<file path="src/rtl/mem_arbiter_pkg.sv">
// Shared types and constants for the I/D memory port arbiter.
package mem_arb_pkg;

   typedef enum logic [1:0] {
      IDLE   = 2'd0,
      BUSY_I = 2'd1,
      BUSY_D = 2'd2
   } state_t;

   localparam logic [1:0] GRANT_I = 2'b01;
   localparam logic [1:0] GRANT_D = 2'b10;

endpackage

</file>
<file path="src/rtl/mem_arbiter_if.sv">
// Bus bundle between the I-cache miss port, the D-cache port, the arbiter and
// main memory. The master view is the arbiter itself, which owns the memory
// request lines and the per-requester responses. The slave view is the
// surrounding environment: the caches and the memory.
interface mem_arbiter_if #(
   parameter int A_WIDTH = 32
);
   logic [A_WIDTH-1:0] i_a;
   logic               i_strobe;
   logic [31:0]        i_dout;
   logic               i_ready;

   logic [A_WIDTH-1:0] d_a;
   logic               d_strobe;
   logic               d_rw;
   logic [31:0]        d_din;
   logic [31:0]        d_dout;
   logic               d_ready;

   logic [A_WIDTH-1:0] m_a;
   logic               m_strobe;
   logic               m_rw;
   logic [31:0]        m_din;
   logic [31:0]        m_dout;
   logic               m_ready;

   logic [1:0]         grant;
   logic               err;

   modport master (
      input  i_a, i_strobe, d_a, d_strobe, d_rw, d_din, m_dout, m_ready,
      output i_dout, i_ready, d_dout, d_ready, m_a, m_strobe, m_rw, m_din,
             grant, err
   );

   modport slave (
      output i_a, i_strobe, d_a, d_strobe, d_rw, d_din, m_dout, m_ready,
      input  i_dout, i_ready, d_dout, d_ready, m_a, m_strobe, m_rw, m_din,
             grant, err
   );

endinterface

</file>
<file path="src/rtl/mem_arbiter_rr_pick2.sv">
// Combinational two-way round-robin picker. req[0]=I, req[1]=D; last is the
// one-hot owner of the previous grant. On a tie the side that did not own the
// last grant wins.
module rr_pick2
   import mem_arb_pkg::*;
(
   input  logic [1:0] req,
   input  logic [1:0] last,
   output logic [1:0] pick
);

   // Single requester wins outright; a tie goes to the side that did not go last.
   always_comb begin
      pick = 2'b00;
      case (req)
         2'b01:   pick = GRANT_I;
         2'b10:   pick = GRANT_D;
         2'b11:   pick = (last == GRANT_I) ? GRANT_D : GRANT_I;
         default: pick = 2'b00;
      endcase
   end

endmodule

</file>
<file path="src/rtl/mem_arbiter.sv">
// Shares one main-memory port between the I-cache miss port and the D-cache
// port. Grant is held until memory completes, the owner drops its strobe, or
// the transaction exceeds TIMEOUT cycles (which sets a sticky err).
//
// state  | meaning
// IDLE   | no owner; arbitrate among live strobes
// BUSY_I | I side owns memory, waiting for m_ready
// BUSY_D | D side owns memory, waiting for m_ready
module mem_arbiter
   import mem_arb_pkg::*;
#(
   parameter int A_WIDTH = 32,
   parameter int TIMEOUT = 64
) (
   input  logic          clk,
   input  logic          rst,
   mem_arbiter_if.master bus
);

   localparam int CW = $clog2(TIMEOUT + 1);
   localparam logic [CW-1:0] CNT_LAST = CW'(TIMEOUT - 1);

   state_t          state_q, state_d;
   logic [CW-1:0]   cnt_q, cnt_d;
   logic [1:0]      last_q, last_d;
   logic            err_q, err_d;
   logic [1:0]      pick;
   logic            own_strobe;

   rr_pick2 u_pick (
      .req  ({bus.d_strobe, bus.i_strobe}),
      .last (last_q),
      .pick (pick)
   );

   // Read data is broadcast; only the ready pulse qualifies it.
   assign bus.i_dout = bus.m_dout;
   assign bus.d_dout = bus.m_dout;
   assign bus.err    = err_q;

   // State, busy-cycle counter, round-robin history and sticky error.
   always_ff @(posedge clk or posedge rst) begin
      if (rst) begin
         state_q <= IDLE;
         cnt_q   <= '0;
         last_q  <= GRANT_I;
         err_q   <= 1'b0;
      end else begin
         state_q <= state_d;
         cnt_q   <= cnt_d;
         last_q  <= last_d;
         err_q   <= err_d;
      end
   end

   // Next-state, memory-port muxing and completion/abort/timeout handling.
   always_comb begin
      state_d      = state_q;
      cnt_d        = cnt_q;
      last_d       = last_q;
      err_d        = err_q;
      own_strobe   = 1'b0;
      bus.grant    = 2'b00;
      bus.m_strobe = 1'b0;
      bus.m_rw     = 1'b0;
      bus.m_a      = '0;
      bus.m_din    = '0;
      bus.i_ready  = 1'b0;
      bus.d_ready  = 1'b0;

      case (state_q)
         IDLE: begin
            cnt_d = '0;
            if (pick == GRANT_I) begin
               state_d = BUSY_I;
               last_d  = GRANT_I;
            end else if (pick == GRANT_D) begin
               state_d = BUSY_D;
               last_d  = GRANT_D;
            end
         end

         BUSY_I, BUSY_D: begin
            bus.m_strobe = 1'b1;
            bus.m_din    = bus.d_din;
            cnt_d        = cnt_q + CW'(1);
            if (state_q == BUSY_I) begin
               bus.grant  = GRANT_I;
               bus.m_a    = bus.i_a;
               own_strobe = bus.i_strobe;
            end else begin
               bus.grant  = GRANT_D;
               bus.m_a    = bus.d_a;
               bus.m_rw   = bus.d_rw;
               own_strobe = bus.d_strobe;
            end

            // An owner that withdraws gets no ready even if memory answers now.
            if (!own_strobe) begin
               state_d = IDLE;
               cnt_d   = '0;
            end else if (bus.m_ready) begin
               bus.i_ready = (state_q == BUSY_I);
               bus.d_ready = (state_q == BUSY_D);
               state_d     = IDLE;
               cnt_d       = '0;
            end else if (cnt_q == CNT_LAST) begin
               err_d   = 1'b1;
               state_d = IDLE;
               cnt_d   = '0;
            end
         end

         default: begin
            state_d = IDLE;
            cnt_d   = '0;
         end
      endcase
   end

endmodule
</file>
<file path="src/flat_wrapper.sv">
// flat-port wrapper written by rule: the top's interface ports become plain ports
module mem_arbiter_flat import mem_arb_pkg::*;
#(
   parameter int A_WIDTH = 32,
   parameter int TIMEOUT = 64
)
  (clk, rst, bus_i_a, bus_i_strobe, bus_d_a, bus_d_strobe, bus_d_rw, bus_d_din, bus_m_dout, bus_m_ready, bus_i_dout, bus_i_ready, bus_d_dout, bus_d_ready, bus_m_a, bus_m_strobe, bus_m_rw, bus_m_din, bus_grant, bus_err);
  mem_arbiter_if #(.A_WIDTH(A_WIDTH)) bus_i ();
  input  logic clk;
  input  logic rst;
  input wire logic [$bits(bus_i.i_a)-1:0] bus_i_a;
  input wire logic [$bits(bus_i.i_strobe)-1:0] bus_i_strobe;
  input wire logic [$bits(bus_i.d_a)-1:0] bus_d_a;
  input wire logic [$bits(bus_i.d_strobe)-1:0] bus_d_strobe;
  input wire logic [$bits(bus_i.d_rw)-1:0] bus_d_rw;
  input wire logic [$bits(bus_i.d_din)-1:0] bus_d_din;
  input wire logic [$bits(bus_i.m_dout)-1:0] bus_m_dout;
  input wire logic [$bits(bus_i.m_ready)-1:0] bus_m_ready;
  output wire logic [$bits(bus_i.i_dout)-1:0] bus_i_dout;
  output wire logic [$bits(bus_i.i_ready)-1:0] bus_i_ready;
  output wire logic [$bits(bus_i.d_dout)-1:0] bus_d_dout;
  output wire logic [$bits(bus_i.d_ready)-1:0] bus_d_ready;
  output wire logic [$bits(bus_i.m_a)-1:0] bus_m_a;
  output wire logic [$bits(bus_i.m_strobe)-1:0] bus_m_strobe;
  output wire logic [$bits(bus_i.m_rw)-1:0] bus_m_rw;
  output wire logic [$bits(bus_i.m_din)-1:0] bus_m_din;
  output wire logic [$bits(bus_i.grant)-1:0] bus_grant;
  output wire logic [$bits(bus_i.err)-1:0] bus_err;
  assign bus_i.i_a = bus_i_a;
  assign bus_i.i_strobe = bus_i_strobe;
  assign bus_i.d_a = bus_d_a;
  assign bus_i.d_strobe = bus_d_strobe;
  assign bus_i.d_rw = bus_d_rw;
  assign bus_i.d_din = bus_d_din;
  assign bus_i.m_dout = bus_m_dout;
  assign bus_i.m_ready = bus_m_ready;
  assign bus_i_dout = bus_i.i_dout;
  assign bus_i_ready = bus_i.i_ready;
  assign bus_d_dout = bus_i.d_dout;
  assign bus_d_ready = bus_i.d_ready;
  assign bus_m_a = bus_i.m_a;
  assign bus_m_strobe = bus_i.m_strobe;
  assign bus_m_rw = bus_i.m_rw;
  assign bus_m_din = bus_i.m_din;
  assign bus_grant = bus_i.grant;
  assign bus_err = bus_i.err;
  mem_arbiter #(.A_WIDTH(A_WIDTH), .TIMEOUT(TIMEOUT)) u_core (.clk(clk), .rst(rst), .bus(bus_i));
endmodule
</file>
<file path="config.mk">
export PLATFORM = sky130hd
export DESIGN_NAME = mem_arbiter_flat
export DESIGN_NICKNAME = d
export VERILOG_FILES = /design/src/rtl/mem_arbiter_pkg.sv /design/src/rtl/mem_arbiter_if.sv /design/src/rtl/mem_arbiter_rr_pick2.sv /design/src/rtl/mem_arbiter.sv /design/src/flat_wrapper.sv
export SDC_FILE = /design/constraint.sdc
export NUM_CORES = 1
export LEC_CHECK = 0
export BUFFER_PORTS_ARGS = -buffer_cell sky130_fd_sc_hd__buf_4
export CORE_AREA = 4 4 103 105
export CTS_BUF_LIST = sky130_fd_sc_hd__clkbuf_4 sky130_fd_sc_hd__clkbuf_8
export CTS_CLUSTER_DIAMETER = 40
export DETAILED_ROUTE_END_ITERATION = 10
export DIE_AREA = 0 0 107 109
export SLEW_MARGIN = 20
export SYNTH_ARGS = -nofsm -noshare
export SYNTH_HDL_FRONTEND = slang
export SYNTH_SLANG_ARGS = --single-unit
</file>
<file path="constraint.sdc">
create_clock -name clk -period 3.8 [get_ports clk]
set_input_delay 0.19 -clock clk [delete_from_list [all_inputs] [get_ports clk]]
set_output_delay 0.19 -clock clk [all_outputs]
set_load 0.1 [all_outputs]
</file>
# Word-level counts from Yosys, hierarchy flattened
# Cells that the tools add are included.
# totals
register_bits	12
input_bits	134
output_inout_bits	135
wordCells	51
# op_classes
add_sub_neg	1
n_eq_ne	11
mux	28
n_bitwise	1
n_reduce_logical	6
# ops
operator	count
$mux 32	3
$mux 7	4
$mux 2	8
$mux 1	11
$eq 2x1->1 const B	4
$eq 2x2->1 const B	4
$add 7x1->7 const B	1
$eq 7x6->1 const B	1
$pmux 2 s3	1
$ne 4x4->1 const B	1
$pmux 2 s2	1
$reduce_and 2->1	2
$reduce_and 4->1	1
$ne 3x1->1 const B	1
$logic_not 2->1	1
$reduce_bool 2->1	1
$reduce_or 2->1	1
$not 1->1	1

# Depth between registers and ports, before layout
# Gate-level depths: netlist of run 1.
# depth
ltp_word	7
mapped_depth	8
depth_no_buf	6

# Cells and area by module
# A second synthesis of run 1 with hierarchy kept.
# hier_totals
hier_cells	237
hier_area_um2	1901.8
# modules_own_cells
mod	instances	cells_per_inst	area_each_um2	seq_area_each_um2
mem_arbiter	1	233	1871.8	301.5
rr_pick2	1	4	30.0	0.0

# Worst setup path after synthesis of run 1
# Ideal clock, no wire load.
# synth_timing
path_type	reg-to-output
from	reg u_core.state_q[0]
to	out bus_m_a[15]
arrival_ns	3.232
required_time_ns	3.610
setup_slack_ns	0.378
stages_incl_launch_ff	6
n_path_buf	2
path_cell_list	dfrtp_1 > inv_1 > ha_1 > clkbuf_1 > clkbuf_1 > nor2b_1
# synth_via
elab_chain_len	3
elab_cells_between_ends	5
cone_classes	eq/ne (2); mux (2); reduce/logical (1)
# synth_rtl
element	line_no	text
start, declared	mem_arbiter.sv:23	state_t state_q, state_d;
start signal, assigned	mem_arbiter.sv:49	state_q <= state_d;
$eq 2x1->1 / $eq 2x2->1 (equally long branches)	mem_arbiter.sv:71, mem_arbiter.sv:87	
$mux 32 / $reduce_or 2->1 (equally long branches)	mem_arbiter.sv:87, mem_arbiter.sv:71	
$mux 32 *	mem_arbiter.sv:71	case (state_q)
end, declared	flat_wrapper.sv:23	output wire logic [$bits(bus_i.m_a)-1:0] bus_m_a;
# Mark *: on every way between the ends. The rest lies on a longest branch, timed or not.

# Final worst setup path of run 1
# layout_timing
from	reg u_core.state_q[1]
to	out bus_m_a[15]
# The elaborated chain is that of the path after synthesis.

==> impl_metrics.csv, run 1 <==
group,metric,value,unit
critical_path,cp_common_cell,"buf_4",
critical_path,crit-reg2reg-launch,"u_core.state_q[1]",
clock_tree,cts_buffers,3,
synth,synth_nets,378,
sta,fin_crit_sh,65.9,%
detailed_routing,drc,0,
placed_design,pre_cts_slack,1.39,ns
outcome,status,"complete, no violations",
clock_tree,root_buffer,"clkbuf_8",
grt,track_usage,9.79,%
clock_tree,clk_latency,0.24,ns
clock_tree,h-tree-depth,1,
clock_tree,hold_buffers,1,
grt,grt_max_degree,37,
grt,grt_pass1_vias,1901,
synth,synth-adder-area-share,3.94,%
placed_design,port_buffers,172,
critical_path,startpoint,"u_core.state_q[1]",
placed_design,dp_hpwl,5630,um
synth,muxShareOfSynthArea,17.9,%
clock_tree,cts_tree,"yes",
sta,layout_setup_ws,1.30,ns
critical_path,start_kind,"register",
detailed_routing,drtPass1Iterations,4,
critical_path,critical_path_class,"register to output port",
critical_path,cp_data_arrival_time,2.31,ns
sta,relSlewSlack,62.3,%
critical_path,path_cells,"inv_1 > ha_2 > buf_4 > mux2i_1 > nor2b_1 > buf_4",
detailed_routing,route.vias.total,1864,
synth,yosys_warnings,0,
detailed_routing,wirelength,6520,um
critical_path,crit_required,3.61,ns
clock_tree,clockBufferDepth,2,
detailed_routing,drt-initial-drc-count,114,
final_layout,area_delta_synth_final,53.2,%
synth,synth_top_family_by_area,"buffers and inverters",
final_layout,layout-drive-gt1-share,53.5,%
synth,synth_area,1910,um^2
final_layout,n_fill_cell,1052,
final_layout,final_common_cell,"buf_4",
synth,ys_types,29,
grt,grt_first_pass_wirelength,9300,um
floorplanning,die_width,107,um
hold_path,hp-start,"bus_i_strobe",
critical_path,cp_slowest_cell,"ha_2",
detailed_routing,drtAntennaViolNets,0,
clock_tree,clk_pin_slew,0.05,ns
synth,ys_seq_area_share,15.8,%
critical_path,max_stage_delay,0.56,ns
floorplanning,die_h,109,um
synth,synth-simple-area-share,27.9,%
sta,timing.final.hold_violations,0,
synth,synth-seq-cells,12,
sta,fin_crit,2.50,ns
detailed_routing,wl_per_cell,13.7,um
hold_path,hp-class,"primary input to register",
floorplanning,io_pins,269,
final_layout,final_cell_mix,"buf_4, mux2i_1, and2_1, nor2b_1",
sta,slew_viol_final,0,
sta,grt_setup_unrepaired,"false",
synth,synth_xor_area_share,1.84,%
synth,synth-compound-area-share,3.48,%
sta,setup_viol,0,
clock_tree,clock_sinks,12,
floorplanning,initial_core_util,19.8,%
placed_design,gp_congestion,0.709,
sta,finalClockSkew,0.00388,ns
floorplanning,die_area,11700,um^2
grt,antenna_found_initial,0,
flow_run,max_cap_violations,0,
critical_path,endpoint_kind,"output port",
detailed_routing,via_per_inst,3.92,
synth,postSynthCellCount,238,
grt,grt_overflow,0,
sta,whs,0.179,ns
sta,worst-slew-pin-transition,0.565,ns
floorplanning,num_rows,36,
sta,fmax,0.400,GHz
final_layout,diodes,0,
floorplanning,core,9640,um^2
clock_tree,cts_resized,0,
clock_tree,post_cts_buffers,0,
final_layout,num-nets-final,483,
synth,avgSynthCellArea,8.01,um^2
critical_path,critPathMaxFanout,18,
sta,fin_tns_setup,0,ns
[layer usage]
layer | GRT usage, % | vias up | share of wire [%]
met5 | 0 | - | 0
met4 | 1.64 | 0 | 0.95
met3 | 4.03 | 4 | 11
met2 | 18.9 | 127 | 55
met1 | 9.97 | 832 | 32
li1 | - | 901 | -
[cell usage after synthesis, drive strengths merged]
cell type	count	area, um^2
a21oi	2	10.0
a22o	3	26.3
a31oi	1	6.26
and2	32	200
and4	1	8.76
buf	69	507
clkbuf	7	26.3
dfrtp	11	275
dfstp	1	26.3
ha	6	75.1
inv	6	22.5
mux2	1	11.3
mux2i	33	330
nand2	5	18.8
nand2b	2	12.5
nand3	4	20.0
nor2	11	41.3
nor2b	32	200
nor3	1	5.00
nor3b	1	7.51
o211a	1	10.0
o21ai	1	5.00
o41ai	1	8.76
or2	1	6.26
or3b	1	11.3
xnor2	2	17.5
xor2	2	17.5
[final timing paths]
kind / end / slack, ns / depth (start not counted)
hold / removal: u_core.last_q[1] / 0.18 / 2
hold reg to reg: u_core.cnt_q[0] / 0.46 / 1
setup reg to reg: u_core.state_q[0] / 1.42 / 6
min in group asynchronous: u_core.cnt_q[6] / 0.53 / 3
setup / recovery: bus_m_a[15] / 1.30 / 6
max in group asynchronous: u_core.last_q[0] / 2.93 / 3
[sequential cells by signal (all words and copies together), names as in the netlist]
name / count
u_core.cnt_q: 7
u_core.last_q: 2
u_core.state_q: 2
u_core.bus.err: 1
[worst max-delay path: cells and delay by family, from the launching register on]
kind	cells	cell delay, ns
buffers and inverters	3	0.83
adder cells (fa/ha/maj)	1	0.56
multiplexers	1	0.14
flip-flops	1	0.42
AND/OR/NAND/NOR	1	0.12
[final cells by class]
class                           count  area, um^2  share of cell area [%]
Inverter                            6        22.5                   0.771
Clock buffer                        4        55.1                    1.88
Timing Repair Buffer              176        1320                    45.3
Multi-Input combinational cell    144        1050                    36.0
Tap cell                          133         166                    5.70
Sequential cell                    12         302                    10.3
[cell families after synthesis]
kind of cell	count (synthesis)
AND/OR/NAND/NOR	91
buffers and inverters	82
multiplexers	34
flip-flops	12
AO/OA/AOI/OAI	9
adder cells (fa/ha/maj)	6
XOR/XNOR	4
[per-stage QoR]
step | area, um^2 | std cells | util [%]
after floorplan | 1910 | 238 | -
after global placement | 2860 | 470 | 29.6
after detailed placement | 2860 | 470 | 29.6
after CTS | 2920 | 475 | 30.3
after global routing | 2920 | 475 | 30.3
final | 2920 | 475 | 30.3
Power of run 1 is not shown: default switching activity piles up to over one toggle a cycle in this logic, so the estimate is an artifact.
==> run 2: changes to the inputs <==
--- a/config.mk
+++ b/config.mk
@@ -6,11 +6,11 @@
 export NUM_CORES = 1
 export LEC_CHECK = 0
 export BUFFER_PORTS_ARGS = -buffer_cell sky130_fd_sc_hd__buf_4
-export CORE_AREA = 4 4 103 105
+export CORE_AREA = 4 4 102 104
 export CTS_BUF_LIST = sky130_fd_sc_hd__clkbuf_4 sky130_fd_sc_hd__clkbuf_8
 export CTS_CLUSTER_DIAMETER = 40
 export DETAILED_ROUTE_END_ITERATION = 10
-export DIE_AREA = 0 0 107 109
+export DIE_AREA = 0 0 106 108
 export SLEW_MARGIN = 20
 export SYNTH_ARGS = -nofsm -noshare
 export SYNTH_HDL_FRONTEND = slang
==> constraint.sdc (replaced) <==
create_clock -name clk -period 2.05 [get_ports clk]
set_input_delay 0.1025 -clock clk [delete_from_list [all_inputs] [get_ports clk]]
set_output_delay 0.1025 -clock clk [all_outputs]
set_load 0.1 [all_outputs]
==> run 2 against run 1 <==
Net effect: routed wire length fell by 3.6%; die area fell by 1.8%; non-clock buffer count increased by 3; largest cell class unchanged; count of clock-buffer cells in the layout did not move; cell count is 0.63% higher.
==> impl_metrics.csv, run 2 (same netlist as run 1, synthesis figures left out) <==
group,metric,value,unit
critical_path,critical_path_class,"register to register",
critical_path,endpoint_kind,"register",
clock_tree,cts_buffers,3,
sta,slew_viol_final,0,
clock_tree,clock_sinks,12,
detailed_routing,wl_per_cell,13.2,um
grt,grt_max_degree,41,
floorplanning,initial_core_util,20.0,%
placed_design,dp_hpwl,5120,um
sta,setup_viol,0,
floorplanning,io_pins,269,
final_layout,area_delta_synth_final,70.9,%
sta,fin_tns_setup,0,ns
final_layout,regMostFlops,"u_core.cnt_q",
floorplanning,die_h,108,um
detailed_routing,drc,0,
sta,grt_setup_unrepaired,"false",
placed_design,gp_congestion,0.693,
clock_tree,root_buffer,"clkbuf_8",
detailed_routing,route.vias.total,1875,
detailed_routing,wirelength,6290,um
critical_path,startpoint,"u_core.state_q[0]",
flow_run,max_cap_violations,0,
placed_design,port_buffers,172,
final_layout,multi_input_area,1320,um^2
final_layout,largest_reg_flops,7,
clock_tree,clockBufferDepth,2,
critical_path,endpoint,"u_core.state_q[0]",
critical_path,cp_data_arrival_time,2.07,ns
final_layout,layout-drive-gt1-share,71.3,%
clock_tree,post_cts_buffers,0,
hold_path,hp-class,"primary input to register",
sta,fin_crit_sh,95.1,%
detailed_routing,drt-initial-drc-count,38,
final_layout,num-nets-final,486,
final_layout,ff_latch_area,302,um^2
critical_path,critPathMaxFanout,6,
sta,fin_crit,1.95,ns
critical_path,timing.rr.end,"u_core.state_q[0]",
detailed_routing,via_per_inst,3.92,
critical_path,crit-reg2reg-launch,"u_core.state_q[0]",
sta,finalClockSkew,0.00231,ns
final_layout,diodes,0,
sta,timing.final.hold_violations,0,
clock_tree,cts_tree,"yes",
outcome,status,"complete, no violations",
final_layout,n_fill_cell,983,
floorplanning,num_rows,36,
sta,worst-slew-pin-transition,0.454,ns
critical_path,start_kind,"register",
clock_tree,clk_pin_slew,0.05,ns
detailed_routing,drtPass1Iterations,4,
grt,track_usage,9.78,%
detailed_routing,drtAntennaViolNets,0,
critical_path,rrSetupSlack,0.1,ns
floorplanning,die_width,106,um
clock_tree,clk_latency,0.24,ns
grt,antenna_found_initial,0,
floorplanning,core,9550,um^2
grt,grt_pass1_vias,1881,
sta,fmax,0.513,GHz
critical_path,reg2reg_depth,5,
sta,relSlewSlack,69.7,%
final_layout,final_common_cell,"buf_4",
clock_tree,h-tree-depth,1,
floorplanning,die_area,11400,um^2
grt,grt_overflow,0,
final_layout,reg.largest.list,"u_core.cnt_q: 7 flops, u_core.last_q: 2 flops, u_core.state_q: 2 flops",
grt,grt_first_pass_wirelength,9210,um
final_layout,final_cell_mix,"buf_4, mux2i_1, nor2b_4",
critical_path,crit_required,2.17,ns
## run 2: cell count changes in the layout (fill, tap and decap cells not counted), sizes merged
cell	before	now
buf	175	177
clkbuf	4	5
## run 2: stage by stage
stage	std cells	setup slack, ns	hold slack, ns	cell area, um^2	utilization [%]
2_1_floorplan	238	-0.0899	-0.0335	2140	-
3_3_place_gp	472	0.121	0.134	3110	32.6
3_5_place_dp	472	0.0976	0.143	3110	32.6
4_1_cts	477	-0.00337	0.110	3190	33.4
5_1_grt	478	0.00453	0.131	3260	34.1
6_report	478	0.0997	0.114	3260	34.1
## run 2: how the worst min path moves through the flow
| stage | cells after the start | start | endpoint | slack (ns) |
|---|---|---|---|---|
| 2_1_floorplan | 1 | rst | u_core.bus.err | -0.03 |
| 3_3_place_gp | 2 | rst | u_core.cnt_q[4] | 0.13 |
| 3_5_place_dp | 2 | rst | u_core.cnt_q[6] | 0.14 |
| 4_1_cts | 2 | bus_i_strobe | u_core.last_q[1] | 0.11 |
| 5_1_grt | 2 | bus_i_strobe | u_core.last_q[1] | 0.13 |
| 6_report | 2 | bus_i_strobe | u_core.last_q[1] | 0.11 |
## run 2: final cells by class
cell class / instances / area share (%)
multi-input cells: 144 / 40.6
inverters: 6 / 0.691
flip-flops and latches: 12 / 9.25
clock buffers: 4 / 1.50
repair buffers: 179 / 42.9
well taps: 133 / 5.11
## run 2: worst max-delay path, stage by stage, from the launching register on
cell	delay [ns]
dfrtp_1	0.44
inv_1	0.13
ha_4	0.31
or3b_4	0.41
or2_0	0.30
a22o_1	0.24
## run 2: layer usage
metal,global-route usage (%),wire [um]
met1,10.9,2270
met2,17.9,3260
met3,3.34,681
met4,2.31,77
met5,0,0
## run 2: what timing repair did
action / CTS / global route
resized for setup: 6 / 10
hold buffers: 1 / 0
cloned: 0 / 1
endpoints found under the hold margin: 11 / 0
setup endpoints to repair: 7 / 38
Power of run 2 is left out for the same reason.
